===== src/rtl/cpu_pkg.sv =====
// cpu_pkg: shared CPU core widths, stack sizing and stack overflow-policy encoding.
package cpu_pkg;
  localparam int PC_W        = 12;
  localparam int STACK_DEPTH = 3;
  localparam bit MODE_SAT    = 1'b0;
  localparam bit MODE_WRAP   = 1'b1;
endpackage


===== src/rtl/call_stack.sv =====
// call_stack: parametrised return-address stack with wrap/saturate overflow policy and sticky error flags.
module call_stack
  import cpu_pkg::*;
#(
  parameter int ADDR_W    = PC_W,
  parameter int DEPTH     = STACK_DEPTH,
  parameter bit WRAP_MODE = MODE_WRAP,
  localparam int SP_W     = $clog2(DEPTH),
  localparam int CNT_W    = $clog2(DEPTH + 1)
) (
  input  logic              clk,
  input  logic              rst,
  input  logic              push,
  input  logic              pop,
  input  logic [ADDR_W-1:0] pushAddr,
  input  logic              clearErr,
  output logic [ADDR_W-1:0] topAddr,
  output logic [SP_W-1:0]   sp,
  output logic [CNT_W-1:0]  count,
  output logic              empty,
  output logic              full,
  output logic              overflow,
  output logic              underflow
);
  if (DEPTH < 2 || DEPTH > 16) begin : g_bad_depth
    $error("call_stack: DEPTH must be in 2..16");
  end
  function automatic logic [SP_W-1:0] inc(input logic [SP_W-1:0] p);
    return (p == SP_W'(DEPTH - 1)) ? '0 : p + 1'b1;
  endfunction
  function automatic logic [SP_W-1:0] dec(input logic [SP_W-1:0] p);
    return (p == '0) ? SP_W'(DEPTH - 1) : p - 1'b1;
  endfunction
  logic [ADDR_W-1:0] entries_q [DEPTH];
  logic [SP_W-1:0]   sp_q, sp_d, top_idx, wr_idx;
  logic [CNT_W-1:0]  cnt_q, cnt_d;
  logic              ovf_q, ovf_d, unf_q, unf_d;
  logic              is_empty, is_full, do_rep, do_push, do_pop, wr_en;
  assign is_empty = cnt_q == '0;
  assign is_full  = cnt_q == CNT_W'(DEPTH);
  assign top_idx  = dec(sp_q);
  // push+pop on an empty stack degrades to a plain push, so it never underflows
  always_comb begin
    do_rep  = push && pop && !is_empty;
    do_push = push && !do_rep;
    do_pop  = pop && !push;
    wr_en   = do_rep || (do_push && (!is_full || WRAP_MODE));
    wr_idx  = do_rep ? top_idx : sp_q;
    sp_d    = (do_push && (!is_full || WRAP_MODE)) ? inc(sp_q) :
              (do_pop && (!is_empty || WRAP_MODE)) ? top_idx : sp_q;
    cnt_d   = (do_push && !is_full) ? cnt_q + 1'b1 :
              (do_pop && !is_empty) ? cnt_q - 1'b1 : cnt_q;
    ovf_d   = (do_push && is_full) || (ovf_q && !clearErr);
    unf_d   = (do_pop && is_empty) || (unf_q && !clearErr);
  end
  always_ff @(posedge clk) begin
    if (rst) begin
      for (int i = 0; i < DEPTH; i++) entries_q[i] <= '0;
      sp_q  <= '0;
      cnt_q <= '0;
      ovf_q <= 1'b0;
      unf_q <= 1'b0;
    end else begin
      if (wr_en) entries_q[wr_idx] <= pushAddr;
      sp_q  <= sp_d;
      cnt_q <= cnt_d;
      ovf_q <= ovf_d;
      unf_q <= unf_d;
    end
  end
  assign topAddr   = (is_empty && !WRAP_MODE) ? '0 : entries_q[top_idx];
  assign sp        = sp_q;
  assign count     = cnt_q;
  assign empty     = is_empty;
  assign full      = is_full;
  assign overflow  = ovf_q;
  assign underflow = unf_q;
endmodule


===== config.mk =====
export PLATFORM = sky130hd
export DESIGN_NAME = call_stack
export DESIGN_NICKNAME = d
export VERILOG_FILES = /design/src/rtl/cpu_pkg.sv /design/src/rtl/call_stack.sv
export SDC_FILE = /design/constraint.sdc
export NUM_CORES = 1
export LEC_CHECK = 0
export ABC_AREA = 0
export BUFFER_PORTS_ARGS = -buffer_cell sky130_fd_sc_hd__clkbuf_2
export CAP_MARGIN = 5
export CORE_MARGIN = 1.5
export CORE_UTILIZATION = 33
export DETAILED_ROUTE_END_ITERATION = 10
export PLACE_DENSITY = 0.52
export RECOVER_POWER = 100
export SLEW_MARGIN = 20
export SYNTH_ARGS = -nofsm -noshare
export SYNTH_HDL_FRONTEND = slang
export SYNTH_SLANG_ARGS = --single-unit

===== constraint.sdc =====
create_clock -name clk -period 2.6 [get_ports clk]
set_clock_uncertainty 0.1 [all_clocks]
set_input_delay 0.52 -clock clk [delete_from_list [all_inputs] [get_ports clk]]
set_output_delay 0.52 -clock clk [all_outputs]
set_load 0.02 [all_outputs]

* Yosys cells after proc, flatten, opt, wreduce, memory -nomap -nowiden *
Memory sizes are Yosys's and may differ from the RTL's.
Cells that the tools add are included.
Widths: inputs -> output; s select.

operators by class
  equality and inequality tests = 2
  reductions and logical operators = 23
  add/subtract/negate cells = 4
  mux-type cells = 15

operators by type and width
  operator             number
  $mux 2               8
  $mux 12              1
  $reduce_or 12->1     1
  $logic_and 1x1->1    10
  $mux 1               6
  $logic_not 1->1      5
  $add 2x1->2 const B  2
  $eq 2x2->1 const B   2
  $logic_not 2->1      2
  $reduce_bool 2->1    2
  $sub 2x1->2 const B  2
  $logic_or 1x1->1     3

word-level totals
  word-level logic and storage cells = 49
  memories = 1
  input port bits = 17
  register bits after elaboration = 6
  output and inout bits = 20
  RAM bits = 36

memory list
  memory     depth  bits a word  rd ports  clocked after memory_dff  wr ports  line              text
  entries_q  3      12           1         0                         3         call_stack.sv:34  logic [ADDR_W-1:0] entries_q [DEPTH];

* Depth between registers and ports, before layout *
Gate-level depths: netlist of run 1.

  word-level depth = 11
  mapped depth = 7
  mapped depth without buffers = 5

* Least setup slack after synthesis of run 1 *
OpenSTA, ideal clock, no wires.

  path kind = reg2reg
  from = register sp_q[0], in the netlist sp[0]
  to = memory entries_q[3][0] in the netlist's numbering, enable pin
  arrival = 2391 ps
  path slack = -291 ps
  stages on the path, launching flop included = 6
  clock period less this slack = 2891 ps
  buffers on the path = 1
  path through = dfxtp_1 inv_1 ha_1 clkbuf_1 or3b_1 a21boi_0

RTL lines
  item                    line              text
  start, declared         call_stack.sv:35  logic [SP_W-1:0] sp_q, sp_d, top_idx, wr_idx;
  start signal, assigned  call_stack.sv:65  sp_q <= sp_d;
  end, declared           call_stack.sv:34

* Final worst setup path of run 1 *
  from = register sp_q[0], in the netlist sp[0]
  to = output port topAddr[0]

on the way
  word-level cells in the longest chain between the ends = 3
  elaborated cells on any way between the ends = 4
  classes of those cells = add/sub (1); mux (1); reduce/logical (1); memory (1)

RTL lines
  item                                                   line              text
  $sub 2x1->2 / $logic_not 2->1 (equally long branches)  call_stack.sv:32  return (p == '0) ? SP_W'(DEPTH - 1) : p - 1'b1;
  $mux 2 *                                               call_stack.sv:32
  $mem_v2 3x12 *                                         --
  end, declared                                          call_stack.sv:17  output logic [ADDR_W-1:0] topAddr,

Mark *: on every way between the ends. The rest lies on a longest branch, timed or not.

==> results of run 1 <==
## cell usage after synthesis, drive strengths merged
master and number:
a21oi 5, o22a 1, a31oi 1, nand2 16
buf 10, o21ai 2, o21bai 3, clkbuf 1
and2 1, and3 1, nor2 40, o21a 1
o211ai 3, ha 4, dfxtp 6, nor2b 3
nand3 5, and2b 1, inv 4, a32oi 1
or3b 2, edfxtp 48, a21boi 1, or3 1
mux2i 2, mux2 1, mux4 12, nand2b 2
## worst max-delay path, cell delays in order, from the launching register on
cell	delay, ns
dfxtp_2	0.38
inv_1	0.11
ha_1	0.20
buf_12	0.18
mux4_2	0.52
clkbuf_2	0.17
## placed cells by master, fill, tap and decap left out, types with 2 or more instances in the layout
master	instances
a21oi_1	5
buf_4	3
clkbuf_1	20
clkbuf_2	24
clkbuf_8	5
dfxtp_1	4
dfxtp_2	2
edfxtp_1	48
ha_1	4
inv_1	4
mux2i_1	2
mux4_2	12
nand2_1	16
nand2b_1	2
nand3_1	5
nor2_1	40
nor2b_1	3
o211ai_1	2
o21ai_0	2
o21bai_1	2
## repair_timing
item,4_1_cts,5_1_grt
gates resized for setup,1,1
cloned,0,0
setup endpoints to repair,3,12
## layer usage
layer	wire (µm)	vias to the layer above
met4	104	0
li1	-	736
met2	2210	48
met5	0	-
met3	307	9
met1	2150	695
## metrics by stage
step / power (µW) / std cells / util [%]
detailed placement: 1440 / 315 / 38.7
finish: 1940 / 322 / 39.6
CTS: 1980 / 322 / 40.2
global route: 2040 / 322 / 39.6
floorplan: 1300 / 178 / -
global placement: 1440 / 315 / 38.7
## flip-flops by register name, summed over array words and instances (netlist names)
signal,count
sp,2
count,2
overflow,1
underflow,1
entries_q,48
## cell families (layout without fill, tap and decap cells)
group                      Yosys count  in the layout  share of synthesized area (%)
DFF                                 54             54                           63.9
and+or+nand+nor                     72             72                           12.8
buffers and inverters               15             60                           3.38
AOI/OAI and AO/OA                   18             18                           5.43
muxes                               15             15                           12.5
adders and majority gates            4              4                           2.05
## how the worst max path moves through the flow
stage	from	slack, ns	end	depth (start not counted)
finish	sp[0]	0.11	topAddr[0]	5
global placement	sp[0]	0.38	entries_q[1][8]	7
global route	sp[0]	0.01	topAddr[1]	5
CTS	sp[1]	0.0004	topAddr[2]	5
floorplan	sp[0]	0.04	entries_q[3][0]	5
detailed placement	sp[0]	0.28	entries_q[1][5]	7
## layout make-up
type                       count  area, µm²  area share [%]
multi-input combinational    109        800            28.0
timing repair buffer          49        245            8.59
sequential                    54       1560            54.8
inverter                       4       15.0           0.526
clock buffer                   5       68.8            2.41
clock inverter                 2       38.8            1.36
tap                           99        124            4.34
## report_power, final
group	total (µW)	switching (µW)	leakage [µW]	internal, µW
clock network	550	266	0.0000542	283
registers	1030	25.1	0.000537	1000
logic	364	220	0.000437	145
total	1940	511	0.00103	1430
==> results.yml, run 1 <==
outcome:
  status: "complete, no violations"
routing:
  viasPerCell: 4.62
  num_vias: 1488
  dr.pass1.iters: 4
  wl_um: 4770
  ant_nets: 0
  wire_per_inst_um: 14.8
  drc: 0
  drt_iter0_markers: 48
die:
  start_util_pct: 33.9
  pin_count: 37
  die_h_um: 89.1
  die_x_um: 89.1
  coreArea_mm2: 0.00721
  die_area_mm2: 0.00793
  rows: 31
worst_setup_path:
  timing.rr.end: "entries_q[1][6]"
  start_kind: "flop"
  cp-end-kind: "output port"
  worstPathArrival_ns: 1.87
  r2r-start: "sp[0]"
  worstPathMaxFanout: 14
  criticalPathCategory: "flop to output port"
  crit_required_ns: 1.98
  r2r_setup_slack_ns: 0.20
  r2r_cells: 7
clock_network:
  clock_latency_ns: 0.30
  cts_setup_buffers: 0
  cts_hold_buf: 0
  cts_buffers: 5
  ctsHtreeMaxLevel: 2
  clk_path_buf_depth: 2
  root_buffer: "clkbuf_8"
  cts.sinks: 54
  clk_pin_slew_ns: 0.09
  cts_tree: "yes"
sta:
  slew_violations: 0
  slew_headroom_pct: 55.0
  rsz0062_at_grt: "false"
  hold_slack_ns: 0.300
  final.min_clock_period_ns: 2.49
  worst_pin_slew_ns: 0.675
  setup-tns-final_ns: 0
  max_clock_freq_mhz: 402
  period_share_pct: 95.7
  setup_viol: 0
  hold_viol_final: 0
  layout_setup_ws_ns: 0.111
grt:
  track_usage_pct: 13.6
  met1_usage_pct: 17.8
  grt_use_met3_pct: 3.23
  grt_overflow: 0
  grt_max_degree: 17
  antenna_found_initial: 0
  busiest_layer: "met2"
  grt_pass1_wl_um: 7700
  grt_use_met2_pct: 21.9
  grt_pass1_vias: 1493
yosys:
  syn-cell-area_mm2: 0.00244
  ys_top_cells_by_area: "edfxtp_1, mux4_2, nor2_1"
  ys_seq_area_share_pct: 63.9
  yosysWarnings: 0
  synth_area_per_cell_um2: 13.7
  synth_seq_cells: 54
  synth_top_cell_area_share_pct: 59.0
  synth_cells: 178
  syn_nets: 199
  synth_cell_types: 32
  synth_top_area_cell: "edfxtp_1"
power_and_ir_drop:
  ir_drop_mv: 0.238
  p_leak_uw: 0.00103
  cellPowerDensity_mw_per_mm2: 680
placed_design:
  placed_cell_area_mm2: 0.00279
  pre_cts_slack_ns: 0.277
  place.gp.congestion: 0.734
  port_buffers: 36
  hpwl_um: 3220
layout:
  postLayoutCellArea_mm2: 0.00286
  nets: 244
  n_fill_cell: 728
  areaGrowthSynthToFinish_pct: 16.8
  diodes: 0
  drive_gt1_share_pct: 24.2
job:
  max_cap_violations: 0
hold_path:
  hp-start: "pushAddr[8]"
  hold_depth: 1
  hp-class: "input pin to flop"
  hold-path-endpoint: "entries_q[3][8]"
Note: power is estimated with default switching activity, not from simulation.
==> inputs of run 2 (changes only) <==
--- a/config.mk
+++ b/config.mk
@@ -11,7 +11,7 @@
 export CORE_MARGIN = 1.5
 export CORE_UTILIZATION = 33
 export DETAILED_ROUTE_END_ITERATION = 10
-export PLACE_DENSITY = 0.52
+export PLACE_DENSITY = 0.5
 export RECOVER_POWER = 100
 export SLEW_MARGIN = 20
 export SYNTH_ARGS = -nofsm -noshare
==> constraint.sdc (replaced) <==
create_clock -name clk -period 2.7 [get_ports clk]
set_clock_uncertainty 0.1 [all_clocks]
set_input_delay 0.54 -clock clk [delete_from_list [all_inputs] [get_ports clk]]
set_output_delay 0.54 -clock clk [all_outputs]
set_load 0.02 [all_outputs]
==> run 2 against run 1 <==
- die area is the same
- setup slack gained 0.021 ns
- non-clock buffer count grew 1
- routed wire length grew 6.2%
- combinational power is essentially flat
- critical path depth shrank 1
- register-to-register slack is essentially flat
- sequential power shrank 4%
- sequential share of layout area shrank 0.18 points
- critical path type unchanged
- largest power group unchanged
==> results.yml, run 2 (same netlist as run 1, synthesis figures left out) <==
worst_setup_path:
  slowest_delay_ns: 0.52
  path_cells: "ha_1, buf_12, mux4_2, clkbuf_2"
  worstPathArrival_ns: 1.93
  start_kind: "flop"
  cp.depth: 4
  critPathBufInv: 2
  critPathSlowestCell: "mux4_2"
  timing.rr.end: "entries_q[3][4]"
  worstSetupEndpoint: "topAddr[1]"
  critPathLaunch: "sp[1]"
  r2r-start: "sp[1]"
  r2r_setup_slack_ns: 0.19
  criticalPathCategory: "flop to output port"
  cp-end-kind: "output port"
  worstPathMaxFanout: 14
  cp_top_family: "multiplexers"
  crit_required_ns: 2.06
  r2r_cells: 6
die:
  rows: 31
  die_x_um: 89.1
  start_util_pct: 33.9
  pin_count: 37
  die_h_um: 89.1
  coreArea_mm2: 0.00721
  die_area_mm2: 0.00793
power_and_ir_drop:
  p_sw_uw: 512
  p_sw_share_pct: 27.0
  p_leak_uw: 0.00102
  pwr-share-seq_pct: 51.9
  internal-power_uw: 1390
  power_uw: 1900
  combPwrFrac_pct: 19.1
  cellPowerDensity_mw_per_mm2: 664
  ir_drop_mv: 0.235
  clkPwrFrac_pct: 28.9
routing:
  dr.pass1.iters: 4
  drc: 0
  drt_iter0_markers: 85
  num_vias: 1532
  wire_per_inst_um: 15.6
  viasPerCell: 4.73
  ant_nets: 0
  wl_um: 5060
clock_network:
  ctsHtreeMaxLevel: 2
  cts_hold_buf: 0
  cts_setup_buffers: 0
  root_buffer: "clkbuf_8"
  cts_buffers: 5
  clk_path_buf_depth: 2
  cts.sinks: 54
  cts_resized: 0
  cts_tree: "yes"
  clk_pin_slew_ns: 0.10
  clock_latency_ns: 0.30
layout:
  diodes: 0
  areaGrowthSynthToFinish_pct: 17.1
  nets: 245
  final_cell_mix: "edfxtp_1, nor2_1, clkbuf_1, clkbuf_2, nand2_1"
  instances_no_fill: 324
  largest_register: "entries_q"
  postLayoutCellArea_mm2: 0.00286
  drive_gt1_share_pct: 20.4
  largest_reg_flops: 48
  final_common_cell: "edfxtp_1"
placed_design:
  dp.cells: 316
  hpwl_um: 3310
  port_buffers: 36
  placed_cell_area_mm2: 0.00281
  place.gp.congestion: 0.692
sta:
  setup_viol: 0
  setup-tns-final_ns: 0
  max_clock_freq_mhz: 389
  slew_headroom_pct: 52.5
  final.min_clock_period_ns: 2.57
  rsz0062_at_grt: "false"
  hold_viol_final: 0
  period_share_pct: 95.1
  hold_slack_ns: 0.316
  worst_pin_slew_ns: 0.713
  slew_violations: 0
outcome:
  status: "complete, no violations"
grt:
  grt_overflow: 0
  grt_max_degree: 18
  track_usage_pct: 13.9
  grt_pass1_wl_um: 7950
  antenna_found_initial: 0
  grt_pass1_vias: 1505
hold_path:
  hp-class: "input pin to flop"
job:
  max_cap_violations: 0
-- run 2: cell types whose count changed in the layout (fill, tap and decap cells not counted), moves of 2 or more --
cell	previous run	this run
dfxtp_1	4	6
dfxtp_2	2	0
clkbuf_1	20	26
clkbuf_2	24	20
-- run 2: final cells by class --
class	count	area, µm²
Fill cell	724	4350
Sequential cell	54	1560
Multi-Input combinational cell	109	796
Timing Repair Buffer	50	253
Tap cell	99	124
Clock buffer	5	68.8
Clock inverter	3	42.5
Inverter	4	15.0
-- run 2: how the worst min path moves through the flow --
stage,start,to,depth (start not counted)
2_1_floorplan,overflow,overflow,2
3_3_place_gp,overflow,overflow,2
3_5_place_dp,overflow,overflow,2
4_1_cts,pushAddr[5],entries_q[3][5],1
5_1_grt,pushAddr[5],entries_q[3][5],1
6_report,pushAddr[5],entries_q[3][5],1
-- run 2: routing by layer --
metal	up-vias	part of all wire, %	GRT usage (%)	wire length, µm
li1	740	-	-	-
met1	759	45	18.0	2290
met2	28	50	23.3	2540
met3	5	3.5	2.95	176
met4	0	1.2	4.62	59
met5	-	0	0	0
-- run 2: power groups by stage --
| stage | clock (µW) | sequential (µW) | combinational (µW) |
|---|---|---|---|
| final | 549 | 986 | 363 |
| after global routing | 594 | 991 | 399 |
| after CTS | 563 | 987 | 386 |
| after detailed placement | 0 | 1010 | 385 |
| after global placement | 0 | 1000 | 384 |
| after floorplan | 0 | 1010 | 244 |
-- run 2: metrics by stage --
| step | utilization, % | setup slack, ns |
|---|---|---|
| after floorplan | - | 0.0827 |
| after global placement | 39.0 | 0.463 |
| after detailed placement | 39.0 | 0.406 |
| after CTS | 40.5 | 0.103 |
| after global routing | 39.6 | 0.0504 |
| final | 39.6 | 0.131 |
-- run 2: worst reg2reg max path, stage by stage, from the launching register on --
cell and delay (ns):
dfxtp_1 0.48, inv_1 0.12, ha_1 0.33, buf_12 0.17, or3b_1 0.34, a21boi_0 0.29
clkbuf_2 0.37
==> inputs of run 3 (changes only) <==
--- a/config.mk
+++ b/config.mk
@@ -8,10 +8,12 @@
 export ABC_AREA = 0
 export BUFFER_PORTS_ARGS = -buffer_cell sky130_fd_sc_hd__clkbuf_2
 export CAP_MARGIN = 5
+export CELL_PAD_IN_SITES_DETAIL_PLACEMENT = 0
+export CELL_PAD_IN_SITES_GLOBAL_PLACEMENT = 1
 export CORE_MARGIN = 1.5
 export CORE_UTILIZATION = 33
 export DETAILED_ROUTE_END_ITERATION = 10
-export PLACE_DENSITY = 0.5
+export PLACE_DENSITY = 0.59
 export RECOVER_POWER = 100
 export SLEW_MARGIN = 20
 export SYNTH_ARGS = -nofsm -noshare
==> run 3 against run 2 <==
- combinational power is 2% lower
- die area unchanged
- setup slack gained 0.043 ns
- critical path depth is 1 higher
- fmax rose by 1.7%
- sequential power about the same
- first-iteration DRC count increased by 9.4%
- count of clock-buffer cells in the layout is 1 higher
- register-to-register slack is essentially flat
- non-clock buffer count unchanged
- routed wire length is 2.4% higher
- final cell count stayed put
==> results.yml, run 3 (same netlist as run 1, synthesis figures left out) <==
sta:
  worst_pin_slew_ns: 0.698
  final.min_clock_period_ns: 2.53
  hold_slack_ns: 0.325
  slew_violations: 0
  period_share_pct: 93.5
  hold_viol_final: 0
  setup_viol: 0
  max_clock_freq_mhz: 396
  rsz0062_at_grt: "false"
  slew_headroom_pct: 53.5
  setup-tns-final_ns: 0
grt:
  grt_pass1_wl_um: 7980
  track_usage_pct: 14.0
  grt_overflow: 0
  antenna_found_initial: 0
  grt_pass1_vias: 1511
  grt_max_degree: 18
worst_setup_path:
  worstPathArrival_ns: 1.89
  start_kind: "flop"
  path_cells: "buf_4, ha_1, buf_6, mux4_2, clkbuf_2"
  criticalPathCategory: "flop to output port"
  cp_top_family: "multiplexers"
  critPathBufInv: 3
  worstPathMaxFanout: 14
  critPathSlowestCell: "mux4_2"
  r2r_setup_slack_ns: 0.18
  crit_required_ns: 2.06
  slowest_delay_ns: 0.54
  cp-end-kind: "output port"
routing:
  num_vias: 1526
  viasPerCell: 4.71
  drc: 0
  wl_um: 5190
  wire_per_inst_um: 16.0
  drt_iter0_markers: 93
  ant_nets: 0
  dr.pass1.iters: 4
layout:
  largest_reg_flops: 48
  final_cell_mix: "edfxtp_1, nor2_1, clkbuf_1, clkbuf_2, nand2_1"
  areaGrowthSynthToFinish_pct: 15.5
  final_common_cell: "edfxtp_1"
  largest_register: "entries_q"
  n_fill_cell: 730
  diodes: 0
  drive_gt1_share_pct: 20.4
  nets: 245
die:
  die_area_mm2: 0.00793
  start_util_pct: 33.9
  rows: 31
  coreArea_mm2: 0.00721
  die_x_um: 89.1
  pin_count: 37
  die_h_um: 89.1
power_and_ir_drop:
  cellPowerDensity_mw_per_mm2: 641
  p_leak_uw: 0.000994
  ir_drop_mv: 0.255
clock_network:
  cts_buffers: 5
  cts_resized: 1
  ctsHtreeMaxLevel: 2
  cts.sinks: 54
  cts_setup_buffers: 0
  cts_hold_buf: 0
  root_buffer: "clkbuf_8"
  cts_tree: "yes"
  clk_path_buf_depth: 2
  clock_latency_ns: 0.31
  clk_pin_slew_ns: 0.10
outcome:
  status: "complete, no violations"
hold_path:
  hp-class: "input pin to flop"
placed_design:
  place.gp.congestion: 0.713
  hpwl_um: 3440
  port_buffers: 36
job:
  max_cap_violations: 0
run 3: per-stage QoR:
stage	setup WS [ns]	instance area, µm²	total power, µW	cells	util (%)
global placement	0.315	2790	1380	316	38.6
detailed placement	0.257	2790	1380	316	38.6
CTS	0.0773	2880	1850	324	40.0
global route	0.0475	2820	1890	324	39.1
finish	0.174	2820	1810	324	39.1
floorplan	0.0827	2440	1250	178	-
run 3: layer usage:
metal / vias to the layer above / routed length, µm / track usage (%)
li1: 743 / - / -
met1: 742 / 2370 / 18.5
met2: 35 / 2550 / 23.4
met3: 6 / 195 / 3.32
met5: - / 0 / 0
met4: 0 / 65 / 3.78
run 3: worst paths after layout:
check         startpoint              end  depth (start not counted)
max                sp[1]       topAddr[0]                          5
min          pushAddr[3]  entries_q[3][3]                          1
max reg2reg        sp[0]  entries_q[1][1]                          6
min reg2reg     overflow         overflow                          2
run 3: worst register-to-register path, cell delays in order (launching register included):
cell and delay, ns:
dfxtp_1 0.34, inv_1 0.07, ha_2 0.59, nand2_1 0.09
mux2_1 0.51, o21bai_1 0.26, clkbuf_2 0.26
run 3: area by class of cell:
class                           instances  area [µm²]  area share, %
Sequential cell                        54        1560           55.3
Clock buffer                            6        82.6           2.93
Tap cell                               99         124           4.39
Inverter                                4        15.0          0.532
Clock inverter                          2        12.5          0.443
Timing Repair Buffer                   50         229           8.11
Multi-Input combinational cell        109         798           28.3
run 3: power by group:
part           total [µW]  internal, µW  switching (µW)
Clock                 472           207             265
Combinational         354           133             221
Sequential            984           966            17.7
Total                1810          1310             505
